File: config.mk
export PLATFORM = sky130hd
export DESIGN_NAME = exe_sched_flat
export DESIGN_NICKNAME = d
export VERILOG_FILES = /design/src/rtl/exe_sched_if.sv /design/src/rtl/exe_sched.sv /design/src/flat_wrapper.sv
export SDC_FILE = /design/constraint.sdc
export NUM_CORES = 1
export LEC_CHECK = 0
export CAP_MARGIN = 20
export CORE_MARGIN = 4
export CORE_UTILIZATION = 30
export CTS_CLUSTER_SIZE = 14
export DETAILED_ROUTE_END_ITERATION = 10
export DONT_BUFFER_PORTS = 1
export SLEW_MARGIN = 20
export SYNTH_ARGS = -nofsm -noshare
export SYNTH_HDL_FRONTEND = slang
export SYNTH_SLANG_ARGS = --single-unit
File: constraint.sdc
create_clock -name clk -period 3.7 [get_ports clk]
set_clock_uncertainty 0.2 [all_clocks]
set_input_delay 1.11 -clock clk [delete_from_list [all_inputs] [get_ports clk]]
set_output_delay 1.11 -clock clk [all_outputs]
set_load 0.01 [all_outputs]
File: src/rtl/exe_sched_if.sv
// Scheduler <-> controller signal bundle for exe_sched.
// All control lines are single-cycle pulses (no valid/ready pair): run, out_fin
// in; s_init, k_init, k_fin, done out. k_len/tile_num are sampled only with an accepted run.
interface exe_sched_if #(
  parameter int K_W = 8,
  parameter int T_W = 6
);
  logic           run;
  logic [K_W-1:0] k_len;
  logic [T_W-1:0] tile_num;
  logic           out_fin;
  logic           s_init;
  logic           k_init;
  logic           k_fin;
  logic [K_W-1:0] k_cnt;
  logic           busy;
  logic           done;
  logic           err;
  logic [15:0]    stall_cnt;

  modport master (
    output run, k_len, tile_num, out_fin,
    input  s_init, k_init, k_fin, k_cnt, busy, done, err, stall_cnt
  );

  modport slave (
    input  run, k_len, tile_num, out_fin,
    output s_init, k_init, k_fin, k_cnt, busy, done, err, stall_cnt
  );
endinterface

File: src/rtl/exe_sched.sv
// Execution scheduler: sequences per-tile k-loops, with at most two finished tiles awaiting drain.
// Optional macro EXE_SCHED_STALL_CNT_EN enables the K_WAIT cycle counter on stall_cnt.
module exe_sched #(
  parameter int K_W = 8,
  parameter int T_W = 6
) (
  input  logic        clk,
  input  logic        rst,
  exe_sched_if.slave  bus,
  output logic [2:0]  state_dbg
);

  localparam logic [2:0] IDLE   = 3'd0;
  localparam logic [2:0] S_INIT = 3'd1;
  localparam logic [2:0] K_WAIT = 3'd2;
  localparam logic [2:0] K_INIT = 3'd3;
  localparam logic [2:0] K_RUN  = 3'd4;
  localparam logic [2:0] K_FIN  = 3'd5;
  localparam logic [2:0] DRAIN  = 3'd6;
  localparam logic [2:0] DONE   = 3'd7;

  logic [2:0]     state, state_nxt;
  logic [K_W-1:0] k_len_q, k_last, k_cnt_q;
  logic [T_W-1:0] tile_num_q, tile_cnt;
  logic [1:0]     outstanding, out_nxt;
  logic           accept, last_tile, fin_inc, fin_dec, fin_spur;
  logic           s_init_q, k_init_q, k_fin_q, busy_q, done_q, err_q;

  assign accept    = (state == IDLE) && bus.run && (bus.tile_num != '0);
  assign k_last    = (k_len_q == '0) ? '0 : k_len_q - K_W'(1);
  assign last_tile = (tile_cnt == tile_num_q - T_W'(1));

  // A drain pulse coinciding with k_fin is paired with the tile finishing now.
  assign fin_inc  = (state == K_FIN);
  assign fin_spur = bus.out_fin && (outstanding == 2'd0) && !fin_inc;
  assign fin_dec  = bus.out_fin && !fin_spur;

  always_comb begin
    out_nxt = outstanding;
    if (fin_inc && !fin_dec && outstanding != 2'd2)
      out_nxt = outstanding + 2'd1;
    else if (fin_dec && !fin_inc)
      out_nxt = outstanding - 2'd1;
  end

  always_comb begin
    state_nxt = state;
    case (state)
      IDLE:    if (accept) state_nxt = S_INIT;
      S_INIT:  state_nxt = K_WAIT;
      K_WAIT:  if (outstanding < 2'd2) state_nxt = K_INIT;
      K_INIT:  state_nxt = K_RUN;
      K_RUN:   if (k_cnt_q == k_last) state_nxt = K_FIN;
      K_FIN:   state_nxt = last_tile ? DRAIN : K_WAIT;
      DRAIN:   if (outstanding == 2'd0) state_nxt = DONE;
      DONE:    state_nxt = IDLE;
      default: state_nxt = IDLE;
    endcase
  end

  always_ff @(posedge clk or posedge rst) begin
    if (rst) begin
      state       <= IDLE;
      outstanding <= 2'd0;
      k_len_q     <= '0;
      tile_num_q  <= '0;
      tile_cnt    <= '0;
      k_cnt_q     <= '0;
      err_q       <= 1'b0;
      s_init_q    <= 1'b0;
      k_init_q    <= 1'b0;
      k_fin_q     <= 1'b0;
      busy_q      <= 1'b0;
      done_q      <= 1'b0;
    end else begin
      state       <= state_nxt;
      outstanding <= out_nxt;
      if (accept) begin
        k_len_q    <= bus.k_len;
        tile_num_q <= bus.tile_num;
        tile_cnt   <= '0;
      end else if (fin_inc) begin
        tile_cnt <= tile_cnt + T_W'(1);
      end
      if (accept)
        err_q <= 1'b0;
      else if (fin_spur)
        err_q <= 1'b1;
      k_cnt_q  <= (state == K_RUN && state_nxt == K_RUN) ? k_cnt_q + K_W'(1) : '0;
      // Outputs are decoded from the next state so they line up with the state register.
      s_init_q <= (state_nxt == S_INIT);
      k_init_q <= (state_nxt == K_INIT);
      k_fin_q  <= (state_nxt == K_FIN);
      busy_q   <= (state_nxt != IDLE);
      done_q   <= (state_nxt == DONE);
    end
  end

`ifdef EXE_SCHED_STALL_CNT_EN
  logic [15:0] stall_q;
  always_ff @(posedge clk or posedge rst) begin
    if (rst)
      stall_q <= 16'd0;
    else if (accept)
      stall_q <= 16'd0;
    else if (state == K_WAIT && stall_q != 16'hFFFF)
      stall_q <= stall_q + 16'd1;
  end
  assign bus.stall_cnt = stall_q;
`else
  assign bus.stall_cnt = 16'd0;
`endif

  assign bus.s_init = s_init_q;
  assign bus.k_init = k_init_q;
  assign bus.k_fin  = k_fin_q;
  assign bus.k_cnt  = k_cnt_q;
  assign bus.busy   = busy_q;
  assign bus.done   = done_q;
  assign bus.err    = err_q;
  assign state_dbg  = state;

endmodule

File: src/flat_wrapper.sv
// flat-port wrapper written by rule: the top's interface ports become plain ports
module exe_sched_flat 
#(
  parameter int K_W = 8,
  parameter int T_W = 6
)
  (clk, rst, state_dbg, bus_run, bus_k_len, bus_tile_num, bus_out_fin, bus_s_init, bus_k_init, bus_k_fin, bus_k_cnt, bus_busy, bus_done, bus_err, bus_stall_cnt);
  exe_sched_if #(.K_W(K_W), .T_W(T_W)) bus_i ();
  input  logic clk;
  input  logic rst;
  output logic [2:0] state_dbg;
  input wire logic [$bits(bus_i.run)-1:0] bus_run;
  input wire logic [$bits(bus_i.k_len)-1:0] bus_k_len;
  input wire logic [$bits(bus_i.tile_num)-1:0] bus_tile_num;
  input wire logic [$bits(bus_i.out_fin)-1:0] bus_out_fin;
  output wire logic [$bits(bus_i.s_init)-1:0] bus_s_init;
  output wire logic [$bits(bus_i.k_init)-1:0] bus_k_init;
  output wire logic [$bits(bus_i.k_fin)-1:0] bus_k_fin;
  output wire logic [$bits(bus_i.k_cnt)-1:0] bus_k_cnt;
  output wire logic [$bits(bus_i.busy)-1:0] bus_busy;
  output wire logic [$bits(bus_i.done)-1:0] bus_done;
  output wire logic [$bits(bus_i.err)-1:0] bus_err;
  output wire logic [$bits(bus_i.stall_cnt)-1:0] bus_stall_cnt;
  assign bus_i.run = bus_run;
  assign bus_i.k_len = bus_k_len;
  assign bus_i.tile_num = bus_tile_num;
  assign bus_i.out_fin = bus_out_fin;
  assign bus_s_init = bus_i.s_init;
  assign bus_k_init = bus_i.k_init;
  assign bus_k_fin = bus_i.k_fin;
  assign bus_k_cnt = bus_i.k_cnt;
  assign bus_busy = bus_i.busy;
  assign bus_done = bus_i.done;
  assign bus_err = bus_i.err;
  assign bus_stall_cnt = bus_i.stall_cnt;
  exe_sched #(.K_W(K_W), .T_W(T_W)) u_core (.clk(clk), .rst(rst), .bus(bus_i), .state_dbg(state_dbg));
endmodule
# After elaboration in Yosys (flattened, before gate mapping)
# Cells that the tools add are included.
[totals] latchBits=0 n_memories=0 ram_bits=0 ff_bits=39 in_bits=18 romBits=0
[op_classes] div_mod_pow=0 n_reduce_logical=20 n_eq_ne=15 n_mul=0 shift=0 n_lt_le_gt_ge=1 n_bitwise=0 add_sub_neg=6 n_mux=14
[op_table] cell="case mux 3 bit (8 select lines)" count=1
[op_table] cell="== test 3 bit (second input constant)" count=7
[op_table] cell="two-way mux 8 bit" count=2
[op_table] cell="two-way mux 3 bit" count=5
[op_table] cell="two-way mux 6 bit" count=2
[op_table] cell="== test 3 x 2 -> 1 bit (second input constant)" count=3
[op_table] cell="logical AND 1 bit" count=9
[op_table] cell="adder 8 x 1 -> 8 bit (second input constant)" count=1
[op_table] cell="== test 8 bit" count=1
[op_table] cell="logical NOT 8 bit" count=1
[op_table] cell="subtractor 8 x 1 -> 8 bit (second input constant)" count=1
[op_table] cell="adder 6 x 1 -> 6 bit (second input constant)" count=1
[op_table] cell="== test 3 x 1 -> 1 bit (second input constant)" count=2
[op_table] cell="== test 6 bit" count=1
[op_table] cell="nonzero test 2 bit" count=3
[op_table] cell="nonzero test 6 bit" count=1
[op_table] cell="subtractor 6 x 1 -> 6 bit (second input constant)" count=1
[op_table] cell="two-way mux 2 bit" count=2
[op_table] cell="logical NOT 1 bit" count=3
[op_table] cell="logical NOT 3 bit" count=1
[op_table] cell="nonzero test 3 bit" count=1
[op_table] cell="adder 2 x 1 -> 2 bit (second input constant)" count=1
[op_table] cell="logical NOT 2 bit" count=1
[op_table] cell="< comparator 2 bit (second input constant)" count=1
[op_table] cell="other kinds (3)" count=4

# Logic depth before layout (Yosys ltp)
[logic_depth] word_depth=9 depth_mapped=8 ltp_nobuf=8

# Least setup slack after synthesis
# No wires, ideal clock.
[synth_path] kind="input to register" from="input bus_run" to="register u_core.k_len_q[2]" setup_slack_ps=950 n_path_buf=1 required_ps=3375 setup_time_ps=125 t_arrival_ps=2425 stages=4 cell_sequence="or4b_2 > a21oi_1 > buf_2 > mux2_2"
[synth_via] elab_chain_cells=2
[synth_lines] item="start, declared" line="flat_wrapper.sv:12" source="input wire logic [$bits(bus_i.run)-1:0] bus_run;"
[synth_lines] item="logical AND 1 bit (2 in series)" line="exe_sched.sv:29" source="assign accept = (state == IDLE) && bus.run && (bus.tile_num != '0);"
[synth_lines] item="end signal, assigned" line="exe_sched.sv:79" source="k_len_q <= bus.k_len;"
[synth_lines] item="end, declared" line="exe_sched.sv:23" source="logic [K_W-1:0] k_len_q, k_last, k_cnt_q;"
# No other way between the ends.
# A chain may end at the register's enable or synchronous reset.

# Final worst setup path
[layout_path] from="register u_core.k_len_q[0]" to="register u_core.k_cnt_q[4], in the netlist u_core.bus.k_cnt[4]"
[layout_via] elab_chain_cells=8 word_cells_on_any_way=9
[layout_lines] item="subtractor 8 x 1 -> 8 bit or logical NOT 8 bit (tied branches)" line="exe_sched.sv:30" source="assign k_last = (k_len_q == '0) ? '0 : k_len_q - K_W'(1);"
[layout_lines] item="two-way mux 8 bit *" line="exe_sched.sv:30"
[layout_lines] item="== test 8 bit *" line="exe_sched.sv:53" source="K_RUN: if (k_cnt_q == k_last) state_nxt = K_FIN;"
[layout_lines] item="two-way mux 3 bit *" line="exe_sched.sv:53"
[layout_lines] item="case mux 3 bit (8 select lines) *" line="exe_sched.sv:48" source="case (state)"
[layout_lines] item="== test 3 bit *" line="exe_sched.sv:89" source="k_cnt_q <= (state == K_RUN && state_nxt == K_RUN) ? k_cnt_q + K_W'(1) : '0;"
[layout_lines] item="logical AND 1 bit *" line="exe_sched.sv:89"
[layout_lines] item="two-way mux 8 bit *" line="exe_sched.sv:89"
[layout_lines] item="end signal, assigned" line="exe_sched.sv:89"
[layout_lines] item="end, declared" line="exe_sched.sv:23"
# Every way passes the cells marked *; elsewhere a longest branch is shown, timed or not.

==> summary.txt <==
Area share of the largest cell type after synthesis: 42.46%
First-pass GRT wire length: 8.052 mm
Ratio of routed vias to standard cells: 4.730
Proportion of synthesized flip-flops having asynchronous set or reset: 100.0%
Number of flip-flops and latches in the synthesized netlist: 39
Die Y: 95.53 um
Max VDD drop: 0.0003297 V
Worst slack, placed: 753.9 ps
Start of the worst register-to-register path: u_core.k_len_q[0]$_DFFE_PP0P_
Total congestion overflow after global routing: 0
Path depth of the worst reg2reg path: 8
Layout cell share with drive strength beyond 1: 11.84%
CTS Buffer Depth: 2
Kind of critical path: reg -> reg
Total vias in the final route: 1627
Sequential share of the synthesized area: 42.46%
Arrival time of the worst setup path: 2900 ps
GPL Wtd Cong: 0.8640
TritonCTS clock tree: yes
Core region area: 7331 um2
Overall track demand over capacity in global routing: 11.30%
Routed wirelength normalized by instance count: 13.92 um
Post-CTS Resized: 0
Worst-case hold slack: 347.1 ps
Number of global-route vias before repair: 1628
NumNets Final: 266
Worst max-slew margin expressed relative to the limit: 56.30%
Number of endpoints with negative hold slack in the final report: 0
Final ANT Viol Nets: 0
Clock network latency to the later pin of the worst-skew pair: 290 ps
Critical path launch point type: flop
Worst hold path startpoint: u_core.outstanding[0]$_DFFE_PP0P_
# IOs: 51
Final setup viols: 0
Status: completed
Wire length reported by the detailed router: 4.790 mm
Number of buffer and inverter stages on the critical path: 1
Register clock-pin slew on the reported worst setup and hold paths: 80 ps
Total Power Consumption: 0.001868 W
Static power due to leakage: 1.034 nW
H-tree levels: 2
Reg area: 975.9 um2
Dominant cells by area after synthesis: sky130_fd_sc_hd__dfrtp_1, sky130_fd_sc_hd__xnor2_1, sky130_fd_sc_hd__buf_4
Cell area after synthesis: 2298 um2
Ratio of total power to cell area: 764.8 nW/um2
Setup slack of the worst register-to-register path: 760 ps
Detailed placement HPWL: 3.672 mm
Multi-input combinational cell area: 1176 um2
Top delay family on crit path: simple AND/OR/NAND/NOR gates
Worst Path Required: 3660 ps
Total non-filler cell area in the finished layout: 2442 um2
Endpoint, Worst Hold: u_core.bus.done$_DFF_PP0_
Total Neg Setup Slack: 0 ps
Timing-limited maximum frequency: 0.3406 GHz
PortBufs: 0
PnR worst setup slack: 763.7 ps
Count of clock tree sinks: 39
Final period utilization: 79.36%
Average cell area after synthesis: 9.459 um2
Maximum number of pins on one net before global-route repair: 25
Die X: 95.53 um
CTS Root Cell: sky130_fd_sc_hd__clkbuf_8
Number of fill cells in the layout: 759
Actual transition at the worst max-transition pin: 646.4 ps
Antenna violations before repair: 0
Number of unique standard cell types used by synthesis: 50
Gate count of the mapped netlist: 243
CP endpoint kind: flop
Max-slew violation count: 0
Cell breakdown of the critical path: inv_1 > ha_1 > nor4b_1 > nand2_1 > o31ai_1 > a31oi_1 > nor4_4 > nor2_1
Maximum net fanout on the critical path: 10
Initial Util: 31.35%
Number of flops mapped to enable cells by yosys: 0
Critical path's largest stage delay: 580 ps
Die ar.: 9126 um2
Worst hold path stage count: 1
Cell taking the most area after synthesis: sky130_fd_sc_hd__dfrtp_1
Total clock buffers created by CTS: 5
DP Area: 2344 um2
Prevailing post-synth register cell: sky130_fd_sc_hd__dfrtp_1
Worst min-delay path class: reg -> reg
Cts hold-fix bufs: 0
Number of remaining DRC errors: 0
Number of buffers inserted by post-CTS setup repair: 0
Post-layout min period: 2936 ps
Initial drt markers: 83
Yosys warns: 0
RSZ-0062 raised after global routing: false
Number of max-cap violations: 0
Count of standard-cell rows: 31
Master of the slowest instance on the critical path: sky130_fd_sc_hd__nor4b_1
Final antenna diode count: 0
DR pass1 iterations: 5
Layout overhead on the synthesized area: 6.260%
Worst R2R End: u_core.bus.k_cnt[4]$_DFF_PP0_
==> logic make-up after synthesis <==
group           share of synthesized area [%]
simple gates                            21.07
compound gates                          11.32
flops                                   42.46
buf+inv                                 8.982
xor+xnor                                9.527
mux                                     4.301
fa+ha+maj                               2.178
other cells                            0.1632
==> layout by cell type, fill, tap and decap left out, drive strengths merged, types with 6 or more instances in the layout <==
master | synthesis | layout
dfrtp | 39 | 39
nor2 | 23 | 23
nand2 | 21 | 21
conb | 1 | 16
xnor2 | 14 | 14
o21ai | 13 | 13
inv | 12 | 12
nand3 | 12 | 12
a21oi | 10 | 10
xor2 | 8 | 8
mux2 | 7 | 7
nor3 | 6 | 6
clkbuf | 4 | 6
==> sequential cells by signal (all words and copies together) (netlist names) <==
name and cells:
u_core.bus.k_cnt 8, u_core.k_len_q 8, u_core.tile_cnt 6, u_core.tile_num_q 6, u_core.state_dbg 3, u_core.outstanding 2, u_core.bus.busy 1, u_core.bus.done 1
u_core.bus.err 1, u_core.bus.k_fin 1, u_core.bus.k_init 1, u_core.bus.s_init 1
==> through the flow <==
stage	instances	util [%]
2_1_floorplan	258	-
3_3_place_gp	336	31.97
3_5_place_dp	336	31.97
4_1_cts	344	33.32
5_1_grt	344	33.32
6_report	344	33.32
==> Yosys cell counts (all sizes together) (6+ instances only) <==
cell,number
a21oi,10
buf,20
dfrtp,39
inv,12
mux2,7
nand2,21
nand3,12
nor2,23
nor3,6
o21ai,13
xnor2,14
xor2,8
==> worst max-delay path by stage <==
stage,start,to,slack (ps),depth (start not counted)
5_1_grt,u_core.k_len_q[0]$_DFFE_PP0P_,u_core.bus.k_cnt[3]$_DFF_PP0_,450,8
3_5_place_dp,bus_run,u_core.tile_num_q[5]$_DFFE_PP0P_,750,4
4_1_cts,u_core.k_len_q[0]$_DFFE_PP0P_,u_core.bus.k_cnt[4]$_DFF_PP0_,760,8
2_1_floorplan,bus_run,u_core.k_len_q[2]$_DFFE_PP0P_,950,4
6_report,u_core.k_len_q[0]$_DFFE_PP0P_,u_core.bus.k_cnt[4]$_DFF_PP0_,760,8
3_3_place_gp,bus_run,u_core.tile_num_q[5]$_DFFE_PP0P_,730,4
==> metal layers <==
layer	part of all wire, %	GRT usage [%]	up-vias	wire (um)
met5	0	0	-	0
met1	44	14.15	759	2124
met4	1.2	3.555	0	56
met3	5.5	2.684	7	265
met2	49	19.17	41	2343
li1	-	-	820	-
==> layout make-up <==
type,instances,share of cell area [%]
Clock inverter,2,0.6660
Tap cell,99,5.072
Multi-Input combinational cell,183,48.16
Timing Repair Buffer,3,0.9221
Clock buffer,6,3.381
Inverter,12,1.844
Sequential cell,39,39.96
==> report_power, final <==
part | total, W | switching, W | internal (W)
clock | 0.000309 | 0.000157 | 0.000152
sequential | 0.000822 | 0.000247 | 0.000575
combinational | 0.000737 | 0.000362 | 0.000375
Note: power is estimated with default switching activity, not from simulation.
